[config.mk]
export PLATFORM = sky130hd
export DESIGN_NAME = tw_gen_flat
export DESIGN_NICKNAME = d
export VERILOG_FILES = /design/src/rtl/tw_gen_if.sv /design/src/rtl/tw_gen.sv /design/src/flat_wrapper.sv
export SDC_FILE = /design/constraint.sdc
export NUM_CORES = 1
export LEC_CHECK = 0
export ABC_AREA = 0
export BUFFER_PORTS_ARGS = -buffer_cell sky130_fd_sc_hd__buf_4
export CORE_AREA = 2 2 94 105
export DETAILED_ROUTE_END_ITERATION = 6
export DIE_AREA = 0 0 96 107
export GPL_TIMING_DRIVEN = 0
export PLACE_DENSITY_LB_ADDON = 0.05
export SLEW_MARGIN = 15
export SYNTH_ARGS = -nofsm -noshare
export SYNTH_HDL_FRONTEND = slang
export SYNTH_SLANG_ARGS = --single-unit
[constraint.sdc]
create_clock -name clk -period 8.1 [get_ports clk]
set_clock_uncertainty 0.15 [all_clocks]
set_input_delay 0.405 -clock clk [delete_from_list [all_inputs] [get_ports clk]]
set_output_delay 0.405 -clock clk [all_outputs]
set_load 0.01 [all_outputs]
[src/rtl/tw_gen_if.sv]
// -----------------------------------------------------------------------------
// tw_gen_if : bundle between the twiddle-factor generator, its controller,
//             the external quarter-wave sine ROM and the twiddle multiplier.
//
// master : the environment. It drives start/adv and returns ROM data.
// slave  : tw_gen.
//
// Signals
//   start        one-cycle pulse, begins a full FFT sequence
//   adv          request the twiddle for the next butterfly
//   busy         sequence in progress, until the last twiddle has left
//   rom_addr_s/c ROM port A (sin) / port B (cos) addresses
//   rom_data_s/c ROM magnitudes, one cycle after the address
//   sin_theta    sign-magnitude sin
//   cos_theta    sign-magnitude cos
//   tw_val       sin/cos valid (multiplier enable)
//   tw_stage     stage index of the current output
//   tw_last      final twiddle of the sequence, aligned with tw_val
// -----------------------------------------------------------------------------
interface tw_gen_if #(
  parameter int N_LOG2    = 10,
  parameter int ROM_WIDTH = 18,
  parameter int ADDR_W    = N_LOG2 - 1
);
  logic                 start;
  logic                 adv;
  logic                 busy;
  logic [ADDR_W-1:0]    rom_addr_s;
  logic [ADDR_W-1:0]    rom_addr_c;
  logic [ROM_WIDTH-2:0] rom_data_s;
  logic [ROM_WIDTH-2:0] rom_data_c;
  logic [ROM_WIDTH-1:0] sin_theta;
  logic [ROM_WIDTH-1:0] cos_theta;
  logic                 tw_val;
  logic [4:0]           tw_stage;
  logic                 tw_last;

  modport master (
    output start, adv, rom_data_s, rom_data_c,
    input  busy, rom_addr_s, rom_addr_c, sin_theta, cos_theta,
           tw_val, tw_stage, tw_last
  );

  modport slave (
    input  start, adv, rom_data_s, rom_data_c,
    output busy, rom_addr_s, rom_addr_c, sin_theta, cos_theta,
           tw_val, tw_stage, tw_last
  );
endinterface

[src/rtl/tw_gen.sv]
// -----------------------------------------------------------------------------
// tw_gen : twiddle-factor generator for a radix-2 DIT FFT.
//
// After start, each accepted adv issues the twiddle for (stage, j), walking
// j = 0..N/2-1 for every stage 0..N_LOG2-1. The twiddle index
//   k = (j & (2^stage-1)) << (N_LOG2-1-stage)
// is folded into a quarter-wave ROM lookup, and the quadrant sign is applied
// to the returned magnitudes. Fixed latency of 3 cycles from adv to tw_val,
// one twiddle per cycle, no backpressure.
//
// Ports
//   clk  clock
//   rst  asynchronous active-low reset
//   bus  tw_gen_if.slave (start/adv in, ROM ports, sin/cos out, status)
// -----------------------------------------------------------------------------
module tw_gen #(
  parameter int N_LOG2    = 10,
  parameter int ROM_WIDTH = 18,
  parameter int ADDR_W    = N_LOG2 - 1
) (
  input  logic     clk,
  input  logic     rst,
  tw_gen_if.slave  bus
);

  localparam logic [ADDR_W-1:0] QUARTER = ADDR_W'(1 << (N_LOG2 - 2));
  localparam logic [4:0]        LAST_ST = 5'(N_LOG2 - 1);

  typedef enum logic [1:0] {S_IDLE, S_RUN, S_DRAIN} state_t;

  // Issue stage (cycle n -> n+1)
  state_t              r_state;
  logic [4:0]          r_stage;
  logic [N_LOG2-2:0]   r_j;
  logic                r_busy;
  logic                r_v1;
  logic                r_last1;
  logic [1:0]          r_q1;
  logic [4:0]          r_stage1;
  logic [ADDR_W-1:0]   r_addr_s;
  logic [ADDR_W-1:0]   r_addr_c;

  // ROM wait stage (cycle n+1 -> n+2)
  logic                r_v2;
  logic                r_last2;
  logic [1:0]          r_q2;
  logic [4:0]          r_stage2;

  // Output stage (cycle n+3)
  logic                 r_tw_val;
  logic                 r_tw_last;
  logic [4:0]           r_tw_stage;
  logic [ROM_WIDTH-1:0] r_sin;
  logic [ROM_WIDTH-1:0] r_cos;

  logic [N_LOG2-1:0]   w_mask;
  logic [4:0]          w_shamt;
  logic [N_LOG2-1:0]   w_k;
  logic [1:0]          w_q;
  logic [ADDR_W-1:0]   w_r;
  logic                w_issue;
  logic                w_last_issue;
  logic                w_neg_s;
  logic                w_neg_c;

  assign w_mask       = (N_LOG2'(1) << r_stage) - N_LOG2'(1);
  assign w_shamt      = LAST_ST - r_stage;
  assign w_k          = (N_LOG2'(r_j) & w_mask) << w_shamt;
  assign w_q          = w_k[N_LOG2-1 -: 2];
  assign w_r          = ADDR_W'(w_k[N_LOG2-3:0]);
  assign w_issue      = (r_state == S_RUN) && bus.adv;
  assign w_last_issue = (r_stage == LAST_ST) && (&r_j);

  // Quadrant signs: sin < 0 in q2/q3, cos < 0 in q1/q2.
  assign w_neg_s = r_q2[1];
  assign w_neg_c = r_q2[1] ^ r_q2[0];

  // Sequencer and address stage.
  // NOTE: every clocked assignment uses <= so all registers sample the values
  // from before the edge; a blocking = here would let later lines see
  // already-updated state and silently shorten the pipeline.
  always_ff @(posedge clk or negedge rst) begin
    if (!rst) begin
      r_state  <= S_IDLE;
      r_stage  <= '0;
      r_j      <= '0;
      r_busy   <= 1'b0;
      r_v1     <= 1'b0;
      r_last1  <= 1'b0;
      r_q1     <= '0;
      r_stage1 <= '0;
      r_addr_s <= '0;
      r_addr_c <= '0;
    end else begin
      r_v1    <= w_issue;
      r_last1 <= w_issue && w_last_issue;
      case (r_state)
        S_IDLE: begin
          if (bus.start) begin
            r_stage <= '0;
            r_j     <= '0;
            r_busy  <= 1'b1;
            r_state <= S_RUN;
          end
        end
        S_RUN: begin
          if (bus.adv) begin
            r_q1     <= w_q;
            r_stage1 <= r_stage;
            // Even quadrants read sin forward; odd quadrants mirror it.
            r_addr_s <= w_q[0] ? (QUARTER - w_r) : w_r;
            r_addr_c <= w_q[0] ? w_r : (QUARTER - w_r);
            r_j      <= r_j + 1'b1;
            if (&r_j) begin
              r_stage <= r_stage + 5'd1;
            end
            if (w_last_issue) begin
              r_state <= S_DRAIN;
            end
          end
        end
        S_DRAIN: begin
          // The last twiddle is on the outputs this cycle: pipeline empties.
          if (r_tw_val && r_tw_last) begin
            r_busy  <= 1'b0;
            r_state <= S_IDLE;
          end
        end
        default: r_state <= S_IDLE;
      endcase
    end
  end

  // ROM wait stage and signed output stage.
  always_ff @(posedge clk or negedge rst) begin
    if (!rst) begin
      r_v2       <= 1'b0;
      r_last2    <= 1'b0;
      r_q2       <= '0;
      r_stage2   <= '0;
      r_tw_val   <= 1'b0;
      r_tw_last  <= 1'b0;
      r_tw_stage <= '0;
      r_sin      <= '0;
      r_cos      <= '0;
    end else begin
      r_v2      <= r_v1;
      r_last2   <= r_last1;
      r_tw_val  <= r_v2;
      r_tw_last <= r_v2 && r_last2;
      if (r_v1) begin
        r_q2     <= r_q1;
        r_stage2 <= r_stage1;
      end
      // sin/cos hold their last value between valid outputs.
      if (r_v2) begin
        r_tw_stage <= r_stage2;
        // A zero magnitude never carries a sign.
        r_sin <= {w_neg_s && (|bus.rom_data_s), bus.rom_data_s};
        r_cos <= {w_neg_c && (|bus.rom_data_c), bus.rom_data_c};
      end
    end
  end

  assign bus.busy       = r_busy;
  assign bus.rom_addr_s = r_addr_s;
  assign bus.rom_addr_c = r_addr_c;
  assign bus.sin_theta  = r_sin;
  assign bus.cos_theta  = r_cos;
  assign bus.tw_val     = r_tw_val;
  assign bus.tw_stage   = r_tw_stage;
  assign bus.tw_last    = r_tw_last;

endmodule

[src/flat_wrapper.sv]
// flat-port wrapper written by rule: the top's interface ports become plain ports
module tw_gen_flat 
#(
  parameter int N_LOG2    = 10,
  parameter int ROM_WIDTH = 18,
  parameter int ADDR_W    = N_LOG2 - 1
)
  (clk, rst, bus_start, bus_adv, bus_rom_data_s, bus_rom_data_c, bus_busy, bus_rom_addr_s, bus_rom_addr_c, bus_sin_theta, bus_cos_theta, bus_tw_val, bus_tw_stage, bus_tw_last);
  tw_gen_if #(.N_LOG2(N_LOG2), .ROM_WIDTH(ROM_WIDTH), .ADDR_W(ADDR_W)) bus_i ();
  input  logic clk;
  input  logic rst;
  input wire logic [$bits(bus_i.start)-1:0] bus_start;
  input wire logic [$bits(bus_i.adv)-1:0] bus_adv;
  input wire logic [$bits(bus_i.rom_data_s)-1:0] bus_rom_data_s;
  input wire logic [$bits(bus_i.rom_data_c)-1:0] bus_rom_data_c;
  output wire logic [$bits(bus_i.busy)-1:0] bus_busy;
  output wire logic [$bits(bus_i.rom_addr_s)-1:0] bus_rom_addr_s;
  output wire logic [$bits(bus_i.rom_addr_c)-1:0] bus_rom_addr_c;
  output wire logic [$bits(bus_i.sin_theta)-1:0] bus_sin_theta;
  output wire logic [$bits(bus_i.cos_theta)-1:0] bus_cos_theta;
  output wire logic [$bits(bus_i.tw_val)-1:0] bus_tw_val;
  output wire logic [$bits(bus_i.tw_stage)-1:0] bus_tw_stage;
  output wire logic [$bits(bus_i.tw_last)-1:0] bus_tw_last;
  assign bus_i.start = bus_start;
  assign bus_i.adv = bus_adv;
  assign bus_i.rom_data_s = bus_rom_data_s;
  assign bus_i.rom_data_c = bus_rom_data_c;
  assign bus_busy = bus_i.busy;
  assign bus_rom_addr_s = bus_i.rom_addr_s;
  assign bus_rom_addr_c = bus_i.rom_addr_c;
  assign bus_sin_theta = bus_i.sin_theta;
  assign bus_cos_theta = bus_i.cos_theta;
  assign bus_tw_val = bus_i.tw_val;
  assign bus_tw_stage = bus_i.tw_stage;
  assign bus_tw_last = bus_i.tw_last;
  tw_gen #(.N_LOG2(N_LOG2), .ROM_WIDTH(ROM_WIDTH), .ADDR_W(ADDR_W)) u_core (.clk(clk), .rst(rst), .bus(bus_i));
endmodule
# [After elaboration in Yosys (flattened, before gate mapping)]
# Cells that the tools add are included.
[classes] n_reduce_logical=18 bitwise=2 n_mux=17 n_eq_ne=8 n_shift=2 n_addsub=5
[ops] op="$mux 9" n=4
[ops] op="$reduce_or 17->1" n=2
[ops] op="$pmux 9 s2" n=1
[ops] op="$mux 5" n=3
[ops] op="$and 9x10->10" n=1
[ops] op="$pmux 5 s2" n=1
[ops] op="$shl 1x5->10 const A" n=1
[ops] op="$shl 10x5->10" n=1
[ops] op="$sub 10x2->10 const B" n=1
[ops] op="$add 9x1->9 const B" n=1
[ops] op="$reduce_and 9->1" n=1
[ops] op="$sub 9x8->9 const A" n=1
[ops] op="$mux 2" n=4
[ops] op="$reduce_and 4->1" n=2
[ops] op="$logic_and 1x1->1" n=7
[ops] op="$ne 2x2->1 const B" n=3
[ops] op="$pmux 2 s3" n=1
[ops] op="$reduce_and 3->1" n=2
[ops] op="$add 5x1->5 const B" n=1
[ops] op="$eq 5x4->1 const B" n=1
[ops] op="$sub 4x5->5 const A" n=1
[ops] op="$ne 2x1->1 const B" n=2
[ops] op="$reduce_bool 2->1" n=2
[ops] op="$eq 2x1->1 const B" n=1
[ops] op="6 further kinds" n=7
[totals] wordCells=71 ff_bits=96 output_inout_bits=62 in_bits=38

# [Depth between registers and ports, before layout]
# Gate-level depths: netlist (run 1).
[depth] depth_word=6 ltp_mapped=16 mapped_depth_nobuf=14

# [Least setup slack after synthesis (run 1)]
# Ideal clock, no wire load.
[synth_timing] path_type="register -> register" startpoint="register u_core.r_stage[0]" endpoint="register u_core.r_addr_c[4] (netlist: u_core.bus.rom_addr_c[4])" path_buffers=3 path_stages_with_launch=15 setup_ns=0.124 setup_slack_ns=4.217 arrival_ns=3.609 required_ns=7.826 synth_period_minus_slack_ns=3.883 cell_sequence="dfrtp_1 clkbuf_1 inv_1 clkbuf_1 ha_1 or4b_4 ha_1 clkbuf_1 or3b_2 mux2i_1 o41ai_1 nor3b_1 nand3b_1 a21oi_1 a211o_1"
[synth_between] elab_chain_cells=6 elab_cells_between_ends=7 classes_between="3 x add/sub; 2 x shift; 1 x mux; 1 x bitwise"
[synth_rtl] item="start, declared" line="tw_gen.sv:33" text="logic [4:0] r_stage;"
[synth_rtl] item="start signal, assigned" line="tw_gen.sv:115" text="r_stage <= r_stage + 5'd1;"
[synth_rtl] item="$shl 1x5->10" line="tw_gen.sv:66" text="assign w_mask = (N_LOG2'(1) << r_stage) - N_LOG2'(1);"
[synth_rtl] item="$sub 10x2->10" line="tw_gen.sv:66"
[synth_rtl] item="$and 9x10->10" line="tw_gen.sv:68" text="assign w_k = (N_LOG2'(r_j) & w_mask) << w_shamt;"
[synth_rtl] item="$shl 10x5->10 *" line="tw_gen.sv:68"
[synth_rtl] item="$sub 9x8->9" line="tw_gen.sv:112" text="r_addr_c <= w_q[0] ? w_r : (QUARTER - w_r);"
[synth_rtl] item="$mux 9 *" line="tw_gen.sv:112"
[synth_rtl] item="end signal, assigned" line="tw_gen.sv:112"
[synth_rtl] item="end, declared" line="tw_gen.sv:41" text="logic [ADDR_W-1:0] r_addr_c;"
# Mark *: on every way between the ends. The rest lies on a longest branch, timed or not.
# A chain may end at the register's enable or synchronous reset.

# [Final worst setup path (run 1)]
[layout_timing] startpoint="register u_core.r_stage[0]" endpoint="register u_core.r_addr_s[4] (netlist: u_core.bus.rom_addr_s[4])"
[layout_between] elab_chain_cells=6 elab_cells_between_ends=7 classes_between="3 x add/sub; 2 x shift; 1 x mux; 1 x bitwise"
[layout_rtl] item="$shl 1x5->10" line="tw_gen.sv:66"
[layout_rtl] item="$sub 10x2->10" line="tw_gen.sv:66"
[layout_rtl] item="$and 9x10->10" line="tw_gen.sv:68"
[layout_rtl] item="$shl 10x5->10 *" line="tw_gen.sv:68"
[layout_rtl] item="$sub 9x8->9" line="tw_gen.sv:111" text="r_addr_s <= w_q[0] ? (QUARTER - w_r) : w_r;"
[layout_rtl] item="$mux 9 *" line="tw_gen.sv:111"
[layout_rtl] item="end signal, assigned" line="tw_gen.sv:111"
[layout_rtl] item="end, declared" line="tw_gen.sv:40" text="logic [ADDR_W-1:0] r_addr_s;"
# Marked as above.

==> flow_summary.yaml, run 1 <==
logic_synthesis:
  yosysUniqueCellTypes: 63
  syn_avg_cell_area_um2: 10.2
  synth_nets: 531
  seq_area_frac_synth_pct: 48.4
  synthArstFlopShare_pct: 100
  synth_edf_count: 0
  synthFlopType: "dfrtp_1"
  netlist_area_um2: 4910
  ys_seq_elements: 95
  yosysWarnings: 0
  synthCells: 481
critical_path:
  cp_data_required_time_ns: 8.19
  cp_slowest_cell: "a311oi_1"
  timing.critical_path.buf_inv: 4
  r2r-start: "u_core.r_stage[0]"
  cp_cell_sequence: "clkbuf_1, inv_1, clkbuf_1, ha_1, or4b_4, ha_1, nand2b_1, o311ai_1, a311oi_1, a211oi_1, o311ai_1, and2_1, buf_4, a21oi_1, a211o_1"
  crit_fanout: 11
  critical_path.top_delay_family: "compound AO/OA/AOI/OAI gates"
  path_class: "reg -> reg"
  startpoint: "u_core.r_stage[0]"
  arrival_ns: 4.90
  cp.depth: 15
  end_kind: "register"
  r2r_cells: 15
  max_stage_delay_ns: 0.61
  cp-start-kind: "register"
sta:
  fin_setup_tns_ns: 0
  fin_crit_sh_pct: 59.4
  tightest_slew_ns: 0.844
  hold-worst-slack_ns: -0.0400
  fmax_ghz: 0.208
  slew_headroom_pct: 43.8
  fin_crit_ns: 4.81
  setup_viol: 0
  grt_setup_unrepaired: "no"
  finalHoldViolations: 39
  drv_slew: 0
route:
  drtAntennaViolNets: 0
  via_count: 4047
  wire_per_inst_um: 16.3
  drcViolationCount: 0
  drt-total-wl_mm: 11.6
  drt_pass1_iterations: 4
  vias_per_cell: 5.69
  drt_iter0_markers: 158
floorplan:
  start_util_pct: 53.3
  dieArea_um2: 10300
  die_y_um: 107
  core_um2: 9210
  rows: 37
  ios: 100
  die_w_um: 96
placed_design:
  port_buffers: 99
  place_congestion: 0.879
  dp.cells: 697
  dpl.hpwl_mm: 8.62
global_route:
  antenna_found_initial: 0
  grt_pass1_vias: 3940
  grt_pass1_wl_mm: 18.8
  grt_use_total_pct: 23.6
  grt_max_degree: 96
  grt_overflow: 0
clock_network:
  cts_buffer_depth: 2
  clk_pin_slew_ns: 0.09
  insertion_delay_ns: 0.36
  cts.sinks: 95
  post_cts_resized: 0
  cts_hold_buffers: 0
  clockRootBuffer: "clkbuf_8"
  cts-htree-levels: 3
  postCtsSetupBuffers: 0
  numCtsBuffers: 9
  cts_tree: "built"
final_layout:
  fin_nets: 641
  fill_cells: 774
  diodes: 0
  drive_above_1_share_pct: 30.3
  area_growth_pct: 22.1
  finalNonFillerCells: 711
run_status:
  status: "finished with violations"
  violations: "negative hold slack"
power:
  peakVddDrop_mv: 0.200
  p_per_area_nw_per_um2: 301
  p_leak_nw: 2.74
hold_path:
  hp-class: "in -> async"
run:
  max_cap_viol_count: 0
-- sequential cells by signal (all words and copies together) (netlist names) --
register,count
u_core.bus.tw_last,1
u_core.r_q2,2
u_core.r_q1,2
u_core.r_state,2
u_core.bus.cos_theta,18
u_core.r_stage,5
u_core.r_j,9
u_core.r_v1,1
u_core.r_stage2,5
u_core.bus.rom_addr_s,8
u_core.bus.sin_theta,18
u_core.bus.rom_addr_c,9
u_core.bus.tw_stage,5
u_core.bus.tw_val,1
u_core.r_stage1,5
u_core.r_last2,1
u_core.bus.busy,1
u_core.r_last1,1
u_core.r_v2,1
-- metrics by stage --
stage	power (mW)	utilization, %	worst slack [ns]	area, um^2
global placement	1.48	63.0	3.44	5800
global route	1.94	65.1	2.99	6000
floorplan	1.21	-	4.22	4910
finish	1.81	65.1	3.29	6000
detailed placement	1.50	63.0	3.45	5800
CTS	1.81	65.1	3.39	6000
-- synthesized netlist by cell type (all sizes together), types with 9 or more instances --
library cell	n	area, um^2
buf	9	51.3
dfrtp	95	2380
o21ai	28	140
inv	14	52.6
ha	12	150
nand3	23	115
nor4	9	56.3
a21oi	20	100
nor2	29	116
mux2	48	541
clkbuf	20	76.3
nand2	49	184
-- worst paths after layout --
path                                             to  slack, ns
setup / recovery           u_core.bus.rom_addr_s[4]       3.29
hold / removal              u_core.bus.sin_theta[3]      -0.04
setup reg to reg           u_core.bus.rom_addr_s[4]       3.29
hold reg to reg                         u_core.r_v2       0.22
max in group asynchronous        u_core.r_stage1[2]       7.24
min in group clk           u_core.bus.cos_theta[10]       0.14
-- kinds of logic after synthesis --
group,synth area share [%]
buffers and inverters,3.82
AOI/OAI and AO/OA,12.6
DFF,48.4
muxes,11.4
and+or+nand+nor,18.6
xor gates and xnor gates,2.14
adders and majority gates,3.06
-- worst register-to-register path, delay by kind of cell (launching register included) --
kind                       cells  cell delay [ns]
AOI/OAI and AO/OA              6             1.68
and+or+nand+nor                3             0.94
DFF                            1             0.42
adders and majority gates      2             0.50
buffers and inverters          4             1.02
-- routing by layer --
metal / global-route usage (%) / part of all wire, % / up-vias
met1: 31.2 / 44 / 1954
met2: 38.8 / 48 / 122
met5: 0 / 0 / -
li1: - / - / 1952
met3: 4.57 / 6.1 / 19
met4: 7.76 / 2.1 / 0
-- cells in the final DEF (no fill, tap or decap), types with 10 or more instances in the layout --
master | synthesis | layout
a21oi_1 | 20 | 20
buf_4 | 3 | 101
clkbuf_1 | 19 | 19
clkbuf_8 | 0 | 10
dfrtp_1 | 95 | 95
ha_1 | 12 | 12
inv_1 | 14 | 14
mux2_2 | 48 | 48
nand2_1 | 49 | 49
nand3_1 | 23 | 23
nor2_1 | 28 | 28
o21ai_0 | 26 | 26
-- final cells by class --
| class | count | area, um^2 | area share, % |
|---|---|---|---|
| clock buffer | 10 | 138 | 2.29 |
| clock inverter | 4 | 55.1 | 0.918 |
| inverter | 16 | 60.1 | 1.00 |
| multi-input combinational | 341 | 2350 | 39.1 |
| tap | 117 | 146 | 2.44 |
| timing repair buffer | 99 | 747 | 12.5 |
| buffer | 29 | 128 | 2.13 |
| sequential | 95 | 2380 | 39.6 |
-- report_power, final --
group / internal (mW) / total [mW] / switching [mW]
Combinational: 0.367 / 0.841 / 0.474
Clock: 0.150 / 0.308 / 0.158
Sequential: 0.581 / 0.657 / 0.0758
(Power assumes the default switching activity.)
==> run 2: changes to the inputs <==
- ABC_AREA: 0 -> 1
- CORE_AREA: 2 2 94 105 -> 2 2 98 109
- DIE_AREA: 0 0 96 107 -> 0 0 100 111
- clock period: 8.1 -> 4 ns (I/O delays scaled with it)
==> flow_summary.yaml, run 2 <==
run_status:
  status: "complete, no violations"
floorplan:
  dieArea_um2: 11100
  ios: 100
  die_w_um: 100
  rows: 39
  start_util_pct: 48.0
  die_y_um: 111
  core_um2: 10100
logic_synthesis:
  synth_nets: 614
  syn_avg_cell_area_um2: 8.63
  synthArstFlopShare_pct: 100
  yosysMostFrequentCell: "nand2_1"
  ys_top_cells_by_area: "dfrtp_1 49%, nand2_1 11%, mux2_2 8.1%"
  seq_area_frac_synth_pct: 48.8
  synth_common_cells: "139 x nand2_1, 95 x dfrtp_1, 56 x nand3_1"
  netlist_area_um2: 4870
  synthCells: 564
  synth_top_area_cell: "dfrtp_1"
  yosysWarnings: 0
  synthFlopType: "dfrtp_1"
  synth_top_area_share_pct: 48.8
  ys_seq_elements: 95
  yosysUniqueCellTypes: 34
  synth_edf_count: 0
hold_path:
  hp-class: "in -> reg"
  holdPathStages: 4
critical_path:
  path_class: "reg -> reg"
  crit_fanout: 12
  cp-start-kind: "register"
  timing.critical_path.buf_inv: 6
  cpMostUsedCell: "nand2_1"
  cp_cell_sequence: "buf_2, inv_1, buf_2, ha_1, inv_1, nor2_1, nand2_1, ha_1, nor2_1, nand2_1, nand2_1, nand2_1, nor2_2, inv_1, ha_1, nand2_1, inv_1, nand2_1, nor2_4, nand2_1, nand2_1, nand3_1, nand3_1"
  cp_data_required_time_ns: 4.07
  cp_slowest_cell: "dfrtp_1"
  r2r_cells: 23
  critical_path.top_delay_family: "simple AND/OR/NAND/NOR gates"
  cp.depth: 23
  max_stage_delay_ns: 0.43
  arrival_ns: 3.67
  end_kind: "register"
route:
  via_count: 4216
  drcViolationCount: 0
  drt_iter0_markers: 181
  drtAntennaViolNets: 0
  drt_pass1_iterations: 4
  drt-total-wl_mm: 11.7
  wire_per_inst_um: 14.0
  vias_per_cell: 5.05
sta:
  fin_setup_tns_ns: 0
  drv_slew: 0
  setup_viol: 0
  fmax_ghz: 0.278
  fin_crit_ns: 3.60
  grt_setup_unrepaired: "no"
  finalHoldViolations: 0
  slew_headroom_pct: 44.7
  fin_crit_sh_pct: 90.0
  finalWorstSetupSlack_ns: 0.400
  tightest_slew_ns: 0.830
final_layout:
  area_growth_pct: 31.1
  fin_nets: 759
  drive_above_1_share_pct: 26.4
  final_common_cell: "nand2_1"
  diodes: 0
  fill_cells: 868
  final_cell_mix: "139 x nand2_1, 99 x buf_4, 95 x dfrtp_1, 56 x nand3_1, 52 x inv_1"
placed_design:
  dpl.hpwl_mm: 8.24
  place_ws_ns: 0.443
  place_congestion: 0.893
  port_buffers: 99
clock_network:
  clockRootBuffer: "clkbuf_16"
  postCtsSetupBuffers: 0
  numCtsBuffers: 9
  cts.sinks: 95
  insertion_delay_ns: 0.34
  cts_tree: "built"
  cts-htree-levels: 3
  post_cts_resized: 0
  clk_pin_slew_ns: 0.07
  cts_buffer_depth: 2
global_route:
  grt_max_degree: 96
  grt_pass1_wl_mm: 19.2
  grt_pass1_vias: 3987
  grt_overflow: 0
  grt_use_total_pct: 21.9
  antenna_found_initial: 0
power:
  p_leak_nw: 3.24
  peakVddDrop_mv: 0.425
  p_per_area_nw_per_um2: 691
run:
  max_cap_viol_count: 0
==> run 2: changes by cell type after synthesis, sizes merged, moves of 7 or more <==
cell    before  now
clkbuf      20    9
nand2       49  149
or3          7    0
mux2        48   35
nor2b        8    0
nand3       23   60
inv         14   59
nor2        29   46
==> run 2: final timing paths <==
path / startpoint / end / slack (ns)
max reg2reg: u_core.r_stage[1] / u_core.bus.rom_addr_s[6] / 0.40
max in group asynchronous: rst / u_core.bus.rom_addr_s[1] / 2.76
min: bus_adv / u_core.r_state[0] / 0.02
min in group asynchronous: rst / u_core.bus.sin_theta[5] / 0.35
min reg2reg: u_core.r_last1 / u_core.r_last2 / 0.20
max: u_core.r_stage[1] / u_core.bus.rom_addr_s[6] / 0.40
==> run 2: timing repair <==
action                                  4_1_cts  5_1_grt
endpoints found under the hold margin        38        0
endpoints found under the setup margin        0        0
hold buffers                                 35        0
==> run 2: worst reg2reg max path, cell delays in order (launching register included) <==
cell and delay (ns):
dfrtp_1 0.43, buf_2 0.20, inv_1 0.13, buf_2 0.26, ha_1 0.23, inv_1 0.06, nor2_1 0.15, nand2_1 0.12
ha_1 0.29, nor2_1 0.18, nand2_1 0.08, nand2_1 0.10, nand2_1 0.11, nor2_2 0.19, inv_1 0.06, ha_1 0.19
nand2_1 0.06, inv_1 0.06, nand2_1 0.10, nor2_4 0.06, nand2_1 0.05, nand2_1 0.07, nand3_1 0.08, nand3_1 0.07
==> run 2: final cells by class <==
type                            instances  area [um^2]  area share, %
Timing Repair Buffer                  134         1100           17.2
Tap cell                              123          154           2.41
Sequential cell                        95         2380           37.2
Clock buffer                           11          243           3.80
Inverter                               61          230           3.61
Multi-Input combinational cell        390         2170           34.0
Clock inverter                          3         21.3          0.333
Buffer                                 18         92.6           1.45
==> run 2: cells by family after synthesis <==
logic type	Yosys count	share of synthesized area (%)
simple gates	286	26.7
xor+xnor	4	0.720
fa+ha+maj	12	3.08
buf+inv	79	6.63
compound gates	53	5.96
flops	95	48.8
mux	35	8.10
==> run 2: where the power goes <==
group,internal (mW),switching [mW]
sequential,1.19,0.156
combinational,0.879,1.41
clock,0.431,0.344
==> run 2: stage by stage <==
step	instance area, um^2	util, %	hold slack (ns)	total power, mW	instances
floorplan	4870	-	-0.246	2.98	564
global placement	5770	56.8	0.183	3.58	786
detailed placement	5770	56.8	0.189	3.62	786
CTS	6380	62.9	0.00646	4.44	835
global route	6380	62.9	0.0396	4.82	835
finish	6380	62.9	0.0181	4.41	835
==> run 2: routing by layer <==
layer  vias up  GRT usage, %  part of all wire, %
li1       2142             -                    -
met1      1960          28.3                   45
met2       101          37.3                   49
met3        13          4.04                  4.3
met4         0          6.67                  1.6
met5         -             0                    0
